## config.mk

```make
export PLATFORM = sky130hd
export DESIGN_NAME = eeprom_rw_sequencer_flat
export DESIGN_NICKNAME = d
export VERILOG_FILES = /design/src/rtl/eeprom_rw_sequencer_pkg.sv /design/src/rtl/eeprom_rw_sequencer_if.sv /design/src/rtl/eeprom_rw_sequencer_poll_timer.sv /design/src/rtl/eeprom_rw_sequencer.sv /design/src/flat_wrapper.sv
export SDC_FILE = /design/constraint.sdc
export NUM_CORES = 1
export LEC_CHECK = 0
export BUFFER_PORTS_ARGS = -buffer_cell sky130_fd_sc_hd__buf_2
export CAP_MARGIN = 20
export CORE_MARGIN = 3
export CORE_UTILIZATION = 50
export DETAILED_ROUTE_END_ITERATION = 12
export HOLD_SLACK_MARGIN = 0.15
export PLACE_DENSITY = 0.72
export SYNTH_ARGS = -nofsm -noshare
export SYNTH_HDL_FRONTEND = slang
export SYNTH_SLANG_ARGS = --single-unit
```

## constraint.sdc

```tcl
create_clock -name clk -period 2.63 [get_ports clk]
set_input_delay 0.263 -clock clk [delete_from_list [all_inputs] [get_ports clk]]
set_output_delay 0.263 -clock clk [all_outputs]
set_load 0.02 [all_outputs]
```

## src/rtl/eeprom_rw_sequencer_pkg.sv

```systemverilog
// Shared types and constants for the EEPROM read/write sequencer.
// Also holds the per-state byte-command encoding.
package eeprom_pkg;

  typedef enum logic [3:0] {
    IDLE, CTRL_W, MEM_A, WR_DATA, GAP, POLL, RS_CTRL_R, RD_DATA, ABORT, RESP
  } state_t;

  typedef enum logic [1:0] {
    ERR_OK        = 2'd0,
    ERR_CTRL_NACK = 2'd1,
    ERR_DATA_NACK = 2'd2,
    ERR_POLL_TO   = 2'd3
  } err_t;

  localparam logic       RW_WRITE       = 1'b0;
  localparam logic       RW_READ        = 1'b1;
  localparam logic [7:0] STOP_ONLY_BYTE = 8'hFF;

  typedef struct packed {
    logic       we;
    logic [6:0] dev;
    logic [7:0] mem;
    logic [7:0] wdata;
  } req_t;

  typedef struct packed {
    logic       start;
    logic       stop;
    logic       read;
    logic       nack;
    logic [7:0] tx;
  } cmd_t;

  function automatic logic is_cmd_state(input state_t s);
    return s inside {CTRL_W, MEM_A, WR_DATA, POLL, RS_CTRL_R, RD_DATA, ABORT};
  endfunction

  function automatic cmd_t cmd_for(input state_t s, input req_t r);
    cmd_t c;
    c = '0;
    case (s)
      CTRL_W:    begin c.start = 1'b1; c.tx = {r.dev, RW_WRITE}; end
      MEM_A:     c.tx = r.mem;
      WR_DATA:   begin c.stop = 1'b1; c.tx = r.wdata; end
      POLL:      begin c.start = 1'b1; c.stop = 1'b1; c.tx = {r.dev, RW_WRITE}; end
      RS_CTRL_R: begin c.start = 1'b1; c.tx = {r.dev, RW_READ}; end
      RD_DATA:   begin c.read = 1'b1; c.nack = 1'b1; c.stop = 1'b1; c.tx = STOP_ONLY_BYTE; end
      ABORT:     begin c.stop = 1'b1; c.tx = STOP_ONLY_BYTE; end
      default:   c = '0;
    endcase
    return c;
  endfunction

endpackage

```

## src/rtl/eeprom_rw_sequencer_if.sv

```systemverilog
// Request/response and byte-command signals of the EEPROM sequencer.
// slave = sequencer side, master = user logic plus byte master side.
interface eeprom_rw_sequencer_if;
  logic       req_valid;
  logic       req_ready;
  logic       req_we;
  logic [6:0] req_dev_addr;
  logic [7:0] req_mem_addr;
  logic [7:0] req_wdata;
  logic       rsp_valid;
  logic [7:0] rsp_rdata;
  logic [1:0] rsp_err;
  logic       cmd_valid;
  logic       cmd_start;
  logic       cmd_stop;
  logic       cmd_read;
  logic       cmd_nack;
  logic [7:0] cmd_txdata;
  logic       cmd_done;
  logic [7:0] cmd_rxdata;
  logic       cmd_rx_nack;

  modport slave (
    input  req_valid, req_we, req_dev_addr, req_mem_addr, req_wdata,
           cmd_done, cmd_rxdata, cmd_rx_nack,
    output req_ready, rsp_valid, rsp_rdata, rsp_err,
           cmd_valid, cmd_start, cmd_stop, cmd_read, cmd_nack, cmd_txdata
  );

  modport master (
    output req_valid, req_we, req_dev_addr, req_mem_addr, req_wdata,
           cmd_done, cmd_rxdata, cmd_rx_nack,
    input  req_ready, rsp_valid, rsp_rdata, rsp_err,
           cmd_valid, cmd_start, cmd_stop, cmd_read, cmd_nack, cmd_txdata
  );
endinterface

```

## src/rtl/eeprom_rw_sequencer_poll_timer.sv

```systemverilog
// Idle-gap down-counter between ACK polls: expire is high in the
// GAP-th cycle after start.
module eeprom_poll_timer #(
  parameter int unsigned GAP = 500
) (
  input  logic clk,
  input  logic rst_n,
  input  logic start,
  output logic expire
);
  localparam int unsigned W = (GAP < 2) ? 1 : $clog2(GAP + 1);

  logic [W-1:0] cnt;
  logic         busy;

  assign expire = busy && (cnt == W'(1));

  always_ff @(posedge clk or negedge rst_n) begin
    if (!rst_n) begin
      cnt  <= '0;
      busy <= 1'b0;
    end else if (start) begin
      cnt  <= W'(GAP);
      busy <= 1'b1;
    end else if (busy) begin
      cnt <= cnt - W'(1);
      if (cnt == W'(1)) busy <= 1'b0;
    end
  end
endmodule

```

## src/rtl/eeprom_rw_sequencer.sv

```systemverilog
// Turns single-byte EEPROM read/write requests into byte-master commands,
// with ACK polling after writes and an error code per response.
module eeprom_rw_sequencer #(
  parameter int unsigned POLL_MAX = 255,
  parameter int unsigned POLL_GAP = 500
) (
  input logic clk,
  input logic rst_n,
  eeprom_rw_sequencer_if.slave bus
);
  import eeprom_pkg::*;

  state_t     state_q, state_d;
  req_t       req_q, req_d;
  cmd_t       cmd_q, cmd_d;
  logic       cmd_valid_q, cmd_valid_d;
  err_t       err_q, err_d, rsp_err_q, rsp_err_d;
  logic       rsp_valid_q, rsp_valid_d;
  logic [7:0] rsp_rdata_q, rsp_rdata_d;
  logic [7:0] poll_q, poll_d;
  logic       timer_start, timer_expire, done;

  eeprom_poll_timer #(.GAP(POLL_GAP)) u_gap (
    .clk(clk), .rst_n(rst_n), .start(timer_start), .expire(timer_expire)
  );

  assign done = cmd_valid_q && bus.cmd_done;

  always_comb begin
    state_d     = state_q;
    req_d       = req_q;
    err_d       = err_q;
    poll_d      = poll_q;
    cmd_valid_d = cmd_valid_q;
    cmd_d       = cmd_q;
    rsp_valid_d = 1'b0;
    rsp_rdata_d = rsp_rdata_q;
    rsp_err_d   = rsp_err_q;
    timer_start = 1'b0;

    // A command state launches only from cmd_valid=0, so every command is
    // preceded by at least one idle cycle after the previous cmd_done.
    if (done) begin
      cmd_valid_d = 1'b0;
      cmd_d       = '0;
    end else if (!cmd_valid_q && is_cmd_state(state_q)) begin
      cmd_valid_d = 1'b1;
      cmd_d       = cmd_for(state_q, req_q);
    end

    case (state_q)
      IDLE: if (bus.req_valid) begin
        req_d   = '{we: bus.req_we, dev: bus.req_dev_addr,
                    mem: bus.req_mem_addr, wdata: bus.req_wdata};
        state_d = CTRL_W;
      end
      CTRL_W: if (done) begin
        if (bus.cmd_rx_nack) begin err_d = ERR_CTRL_NACK; state_d = ABORT; end
        else state_d = MEM_A;
      end
      MEM_A: if (done) begin
        if (bus.cmd_rx_nack) begin err_d = ERR_DATA_NACK; state_d = ABORT; end
        else state_d = req_q.we ? WR_DATA : RS_CTRL_R;
      end
      WR_DATA: if (done) begin
        if (bus.cmd_rx_nack) begin
          state_d = RESP; rsp_valid_d = 1'b1; rsp_err_d = ERR_DATA_NACK; rsp_rdata_d = '0;
        end else begin
          poll_d = '0; timer_start = 1'b1; state_d = GAP;
        end
      end
      GAP: if (timer_expire) state_d = POLL;
      POLL: if (done) begin
        poll_d = poll_q + 8'd1;
        if (!bus.cmd_rx_nack) begin
          state_d = RESP; rsp_valid_d = 1'b1; rsp_err_d = ERR_OK; rsp_rdata_d = '0;
        end else if (poll_d == 8'(POLL_MAX)) begin
          state_d = RESP; rsp_valid_d = 1'b1; rsp_err_d = ERR_POLL_TO; rsp_rdata_d = '0;
        end else begin
          timer_start = 1'b1; state_d = GAP;
        end
      end
      RS_CTRL_R: if (done) begin
        if (bus.cmd_rx_nack) begin err_d = ERR_CTRL_NACK; state_d = ABORT; end
        else state_d = RD_DATA;
      end
      RD_DATA: if (done) begin
        state_d = RESP; rsp_valid_d = 1'b1; rsp_err_d = ERR_OK; rsp_rdata_d = bus.cmd_rxdata;
      end
      ABORT: if (done) begin
        state_d = RESP; rsp_valid_d = 1'b1; rsp_err_d = err_q;
        if (req_q.we) rsp_rdata_d = '0;
      end
      RESP:    state_d = IDLE;
      default: state_d = IDLE;
    endcase
  end

  always_ff @(posedge clk or negedge rst_n) begin
    if (!rst_n) begin
      state_q     <= IDLE;
      req_q       <= '0;
      err_q       <= ERR_OK;
      poll_q      <= '0;
      cmd_valid_q <= 1'b0;
      cmd_q       <= '0;
      rsp_valid_q <= 1'b0;
      rsp_rdata_q <= '0;
      rsp_err_q   <= ERR_OK;
    end else begin
      state_q     <= state_d;
      req_q       <= req_d;
      err_q       <= err_d;
      poll_q      <= poll_d;
      cmd_valid_q <= cmd_valid_d;
      cmd_q       <= cmd_d;
      rsp_valid_q <= rsp_valid_d;
      rsp_rdata_q <= rsp_rdata_d;
      rsp_err_q   <= rsp_err_d;
    end
  end

  assign bus.req_ready  = (state_q == IDLE);
  assign bus.rsp_valid  = rsp_valid_q;
  assign bus.rsp_rdata  = rsp_rdata_q;
  assign bus.rsp_err    = rsp_err_q;
  assign bus.cmd_valid  = cmd_valid_q;
  assign bus.cmd_start  = cmd_q.start;
  assign bus.cmd_stop   = cmd_q.stop;
  assign bus.cmd_read   = cmd_q.read;
  assign bus.cmd_nack   = cmd_q.nack;
  assign bus.cmd_txdata = cmd_q.tx;
endmodule
```

## src/flat_wrapper.sv

```systemverilog
// flat-port wrapper written by rule: the top's interface ports become plain ports
module eeprom_rw_sequencer_flat import eeprom_pkg::*;
#(
  parameter int unsigned POLL_MAX = 255,
  parameter int unsigned POLL_GAP = 500
)
  (clk, rst_n, bus_req_valid, bus_req_we, bus_req_dev_addr, bus_req_mem_addr, bus_req_wdata, bus_cmd_done, bus_cmd_rxdata, bus_cmd_rx_nack, bus_req_ready, bus_rsp_valid, bus_rsp_rdata, bus_rsp_err, bus_cmd_valid, bus_cmd_start, bus_cmd_stop, bus_cmd_read, bus_cmd_nack, bus_cmd_txdata);
  eeprom_rw_sequencer_if bus_i ();
  input logic clk;
  input logic rst_n;
  input wire logic [$bits(bus_i.req_valid)-1:0] bus_req_valid;
  input wire logic [$bits(bus_i.req_we)-1:0] bus_req_we;
  input wire logic [$bits(bus_i.req_dev_addr)-1:0] bus_req_dev_addr;
  input wire logic [$bits(bus_i.req_mem_addr)-1:0] bus_req_mem_addr;
  input wire logic [$bits(bus_i.req_wdata)-1:0] bus_req_wdata;
  input wire logic [$bits(bus_i.cmd_done)-1:0] bus_cmd_done;
  input wire logic [$bits(bus_i.cmd_rxdata)-1:0] bus_cmd_rxdata;
  input wire logic [$bits(bus_i.cmd_rx_nack)-1:0] bus_cmd_rx_nack;
  output wire logic [$bits(bus_i.req_ready)-1:0] bus_req_ready;
  output wire logic [$bits(bus_i.rsp_valid)-1:0] bus_rsp_valid;
  output wire logic [$bits(bus_i.rsp_rdata)-1:0] bus_rsp_rdata;
  output wire logic [$bits(bus_i.rsp_err)-1:0] bus_rsp_err;
  output wire logic [$bits(bus_i.cmd_valid)-1:0] bus_cmd_valid;
  output wire logic [$bits(bus_i.cmd_start)-1:0] bus_cmd_start;
  output wire logic [$bits(bus_i.cmd_stop)-1:0] bus_cmd_stop;
  output wire logic [$bits(bus_i.cmd_read)-1:0] bus_cmd_read;
  output wire logic [$bits(bus_i.cmd_nack)-1:0] bus_cmd_nack;
  output wire logic [$bits(bus_i.cmd_txdata)-1:0] bus_cmd_txdata;
  assign bus_i.req_valid = bus_req_valid;
  assign bus_i.req_we = bus_req_we;
  assign bus_i.req_dev_addr = bus_req_dev_addr;
  assign bus_i.req_mem_addr = bus_req_mem_addr;
  assign bus_i.req_wdata = bus_req_wdata;
  assign bus_i.cmd_done = bus_cmd_done;
  assign bus_i.cmd_rxdata = bus_cmd_rxdata;
  assign bus_i.cmd_rx_nack = bus_cmd_rx_nack;
  assign bus_req_ready = bus_i.req_ready;
  assign bus_rsp_valid = bus_i.rsp_valid;
  assign bus_rsp_rdata = bus_i.rsp_rdata;
  assign bus_rsp_err = bus_i.rsp_err;
  assign bus_cmd_valid = bus_i.cmd_valid;
  assign bus_cmd_start = bus_i.cmd_start;
  assign bus_cmd_stop = bus_i.cmd_stop;
  assign bus_cmd_read = bus_i.cmd_read;
  assign bus_cmd_nack = bus_i.cmd_nack;
  assign bus_cmd_txdata = bus_i.cmd_txdata;
  eeprom_rw_sequencer #(.POLL_MAX(POLL_MAX), .POLL_GAP(POLL_GAP)) u_core (.clk(clk), .rst_n(rst_n), .bus(bus_i));
endmodule
```

==> impl_metrics.csv <==
group,metric,value,unit
outcome,status,"finished, final reports clean",
route,wl_met3,515,um
pwr,powerDensity,1080,nW/um2
place,gp_congestion,0.973,
yosys,yosys-top-cells-area,"dfrtp_1, mux2_2, a21oi_1",
place,place_area,4090,um2
pwr,peakVddDrop,612,uV
worst_setup_path,path_class,"register to register",
sta,rsz0062_at_grt,"false",
clocking,cts.sinks,71,
yosys,synth_top_area_share,0.481,
clocking,cts_made_buffers,9,
sta,fin_crit_sh,0.892,
clocking,clk_latency,0.35,ns
route,viasPerCell,5.77,
yosys,synth_ff_type,"dfrtp_1",
yosys,synth_top_family_by_area,"compound AO/OA/AOI/OAI gates",
pwr,combPwrFrac,0.451,
worst_hold_path,holdCritPathClass,"input pin to register",
place,hpwl,6000,um
final_layout,drive_gt1_frac,0.253,
worst_setup_path,critPathSlowestCell,"or3_1",
yosys,synth.area.mux_share,0.0759,
clocking,post-cts-setup-buffers,0,
floorplan,die_h,91.9,um
yosys,synth.distinct_cells,55,
global_routing,grt_pass1_wl,14800,um
place,port_buffers,61,
route,ant_nets,0,
clocking,cts_buffer_depth,2,
final_layout,fin_area,4630,um2
global_routing,grt_usage,0.220,
yosys,synth-simple-area-share,0.161,
worst_setup_path,cpPeakStageDelay,0.52,ns
clocking,clkTransAtPathRegs,0.08,ns
global_routing,grt_pass1_vias,3023,
yosys,syn-instance-count,376,
sta,min_period,2.35,ns
pwr,power_frac_seq,0.374,
final_layout,final_nets,506,
yosys,ys_seq_area_frac,0.481,
global_routing,grt_remaining_overflow,0,
worst_setup_path,cp.required,2.85,ns
floorplan,ioPinCount,62,
yosys,synth_area_per_cell,9.82,um2
route,wire_per_inst,15.9,um
sta,fin_hold_ws,0.388,ns
route,drt-pass1-iter-count,5,
global_routing,grt_max_degree,44,
sta,worst_slew_pin_slew,0.656,ns
clocking,cts_tree,"yes",
sta,finalSetupViolations,0,
route,drt_iter0_drc,275,
floorplan,design.core.area,6980,um2
yosys,synth-compound-area-share,0.204,
worst_setup_path,cp-startpoint,"u_core.poll_q[1]$_DFFE_PN0P_",
final_layout,mostFrequentLayoutCells,"dfrtp_1, buf_2, dlygate4sd3_1, a21oi_1, o21ai_0",
final_layout,mostFrequentLayoutCell,"dfrtp_1",
route,vias,3265,
final_layout,syn2layout_area_growth,25.3,%
route,drc,0,
floorplan,die_width,91.9,um
worst_setup_path,end_kind,"register",
clocking,htreeDepth,3,
pwr,switchingPower,0.00206,W
floorplan,die_area,8450,um2
sta,clock_skew,0.0107,ns
yosys,synthAdderAreaFrac,0.0136,
worst_setup_path,arrival,2.57,ns
global_routing,antenna_found_initial,0,
worst_setup_path,cp_max_fo,9,
floorplan,num_rows,30,
worst_setup_path,crit_chain,"ha_1, nand2b_1, nor3_1, nor2_1, or3_1, a32o_1",
route,wirelength,9000,um
sta,finalHoldViolCount,0,
final_layout,antennaDiodeCount,0,
worst_hold_path,hp-start,"bus_cmd_rx_nack",
pwr,clkPwrFrac,0.174,
sta,slew_viol_final,0,
yosys,yosys_warnings,0,
yosys,synth.cell_area,3690,um2
route,wl_met2,4320,um
flow_run,cap_violations,0,
pwr,switching_share,0.414,
yosys,synth_edf_count,0,
route,top_layer,"met4",
final_layout,final_util,0.663,
sta,slew_headroom,0.563,
floorplan,start_util,0.529,
pwr,p_leak,2.05,nW
sta,fmax,0.426,GHz
worst_setup_path,startpoint_type,"register",
final_layout,fill_cells,562,
worst_setup_path,r2r-start,"u_core.poll_q[1]$_DFFE_PN0P_",
clocking,clockRootBuffer,"clkbuf_8",
route,wl_met1,4050,um
yosys,async_reset_ff_frac,1.00,
pwr,p_int,0.00292,W
pwr,p_total,0.00498,W
yosys,synth_xor_area_frac,0.0190,
yosys,ys_seq_elements,71,
sta,fin_setup_tns,0,ns
yosys,syn_nets,417,
yosys,yosysTopAreaCell,"dfrtp_1",
-- metrics by stage --
| step | worst slack [ns] | instances |
|---|---|---|
| floorplan | 0.473 | 376 |
| global placement | 0.400 | 516 |
| detailed placement | 0.349 | 516 |
| CTS | 0.328 | 563 |
| global route | 0.130 | 566 |
| finish | 0.285 | 566 |
-- power by group through the flow --
| stage | registers [W] | clock network, W | logic [W] |
|---|---|---|---|
| floorplan | 0.00193 | 0 | 0.00149 |
| global placement | 0.00184 | 0 | 0.00215 |
| detailed placement | 0.00187 | 0 | 0.00218 |
| CTS | 0.00185 | 0.000886 | 0.00222 |
| global route | 0.00192 | 0.000942 | 0.00249 |
| finish | 0.00186 | 0.000868 | 0.00225 |
-- final timing paths --
check                      depth (start not counted)                              endpoint  slack [ns]
setup reg to reg                                   6   u_core.bus.rsp_rdata[0]$_DFFE_PN0P_        0.28
setup / recovery                                   6   u_core.bus.rsp_rdata[0]$_DFFE_PN0P_        0.28
max in group asynchronous                          3         u_core.state_q[2]$_DFFE_PN0P_        1.49
min in group asynchronous                          2          u_core.poll_q[6]$_DFFE_PN0P_        0.48
hold reg to reg                                    2  u_core.bus.cmd_txdata[4]$_DFFE_PN0P_        0.50
hold / removal                                     4         u_core.state_q[1]$_DFFE_PN0P_        0.39
-- flip-flops by register name, summed over array words and instances, names as in the netlist --
name / cells
u_core.req_q: 24
u_core.u_gap.cnt: 9
u_core.bus.cmd_txdata: 8
u_core.bus.rsp_rdata: 8
u_core.poll_q: 8
u_core.state_q: 4
u_core.bus.rsp_err: 2
u_core.err_q: 2
u_core.bus.cmd_read: 1
u_core.bus.cmd_start: 1
u_core.bus.cmd_stop: 1
u_core.bus.cmd_valid: 1
u_core.bus.rsp_valid: 1
u_core.u_gap.busy: 1
-- worst max-delay path, delay by kind of cell, from the launching register on --
family,cells,cell delay [ns]
fa+ha+maj,1,0.35
compound gates,1,0.31
flops,1,0.49
simple gates,4,1.06
-- cell type report --
cell class,instances,area (um2),area share
Sequential cell,71,1780,0.384
Multi-Input combinational cell,265,1750,0.377
Timing Repair Buffer,106,741,0.160
Clock buffer,10,128,0.0276
Tap cell,96,120,0.0260
Clock inverter,6,70.1,0.0151
Inverter,12,45.0,0.00974
-- cell families after synthesis --
logic type | count (synthesis)
fa+ha+maj | 4
simple gates | 116
xor+xnor | 8
mux | 25
compound gates | 112
buf+inv | 40
flops | 71
-- synthesized netlist by cell type, drive strengths merged, types with 5 or more instances --
cell type and count:
clkbuf 17, nand2 25, inv 11, o31ai 10, dfrtp 71, mux2 24, nor2b 7, nor2 24
nand2b 7, xnor2 5, nor3 8, a21oi 32, a32o 9, buf 11, o21ai 30, nand3 19
-- metal layers --
layer,vias up,GRT usage
li1,1557,-
met1,1571,0.311
met2,123,0.346
met3,14,0.0525
met4,0,0.0483
met5,-,0
-- timing repair --
item,4_1_cts,5_1_grt
hold endpoints to repair,58,3
resized for setup,0,0
hold buffers,31,3
Power figures use the tool's default switching activity.
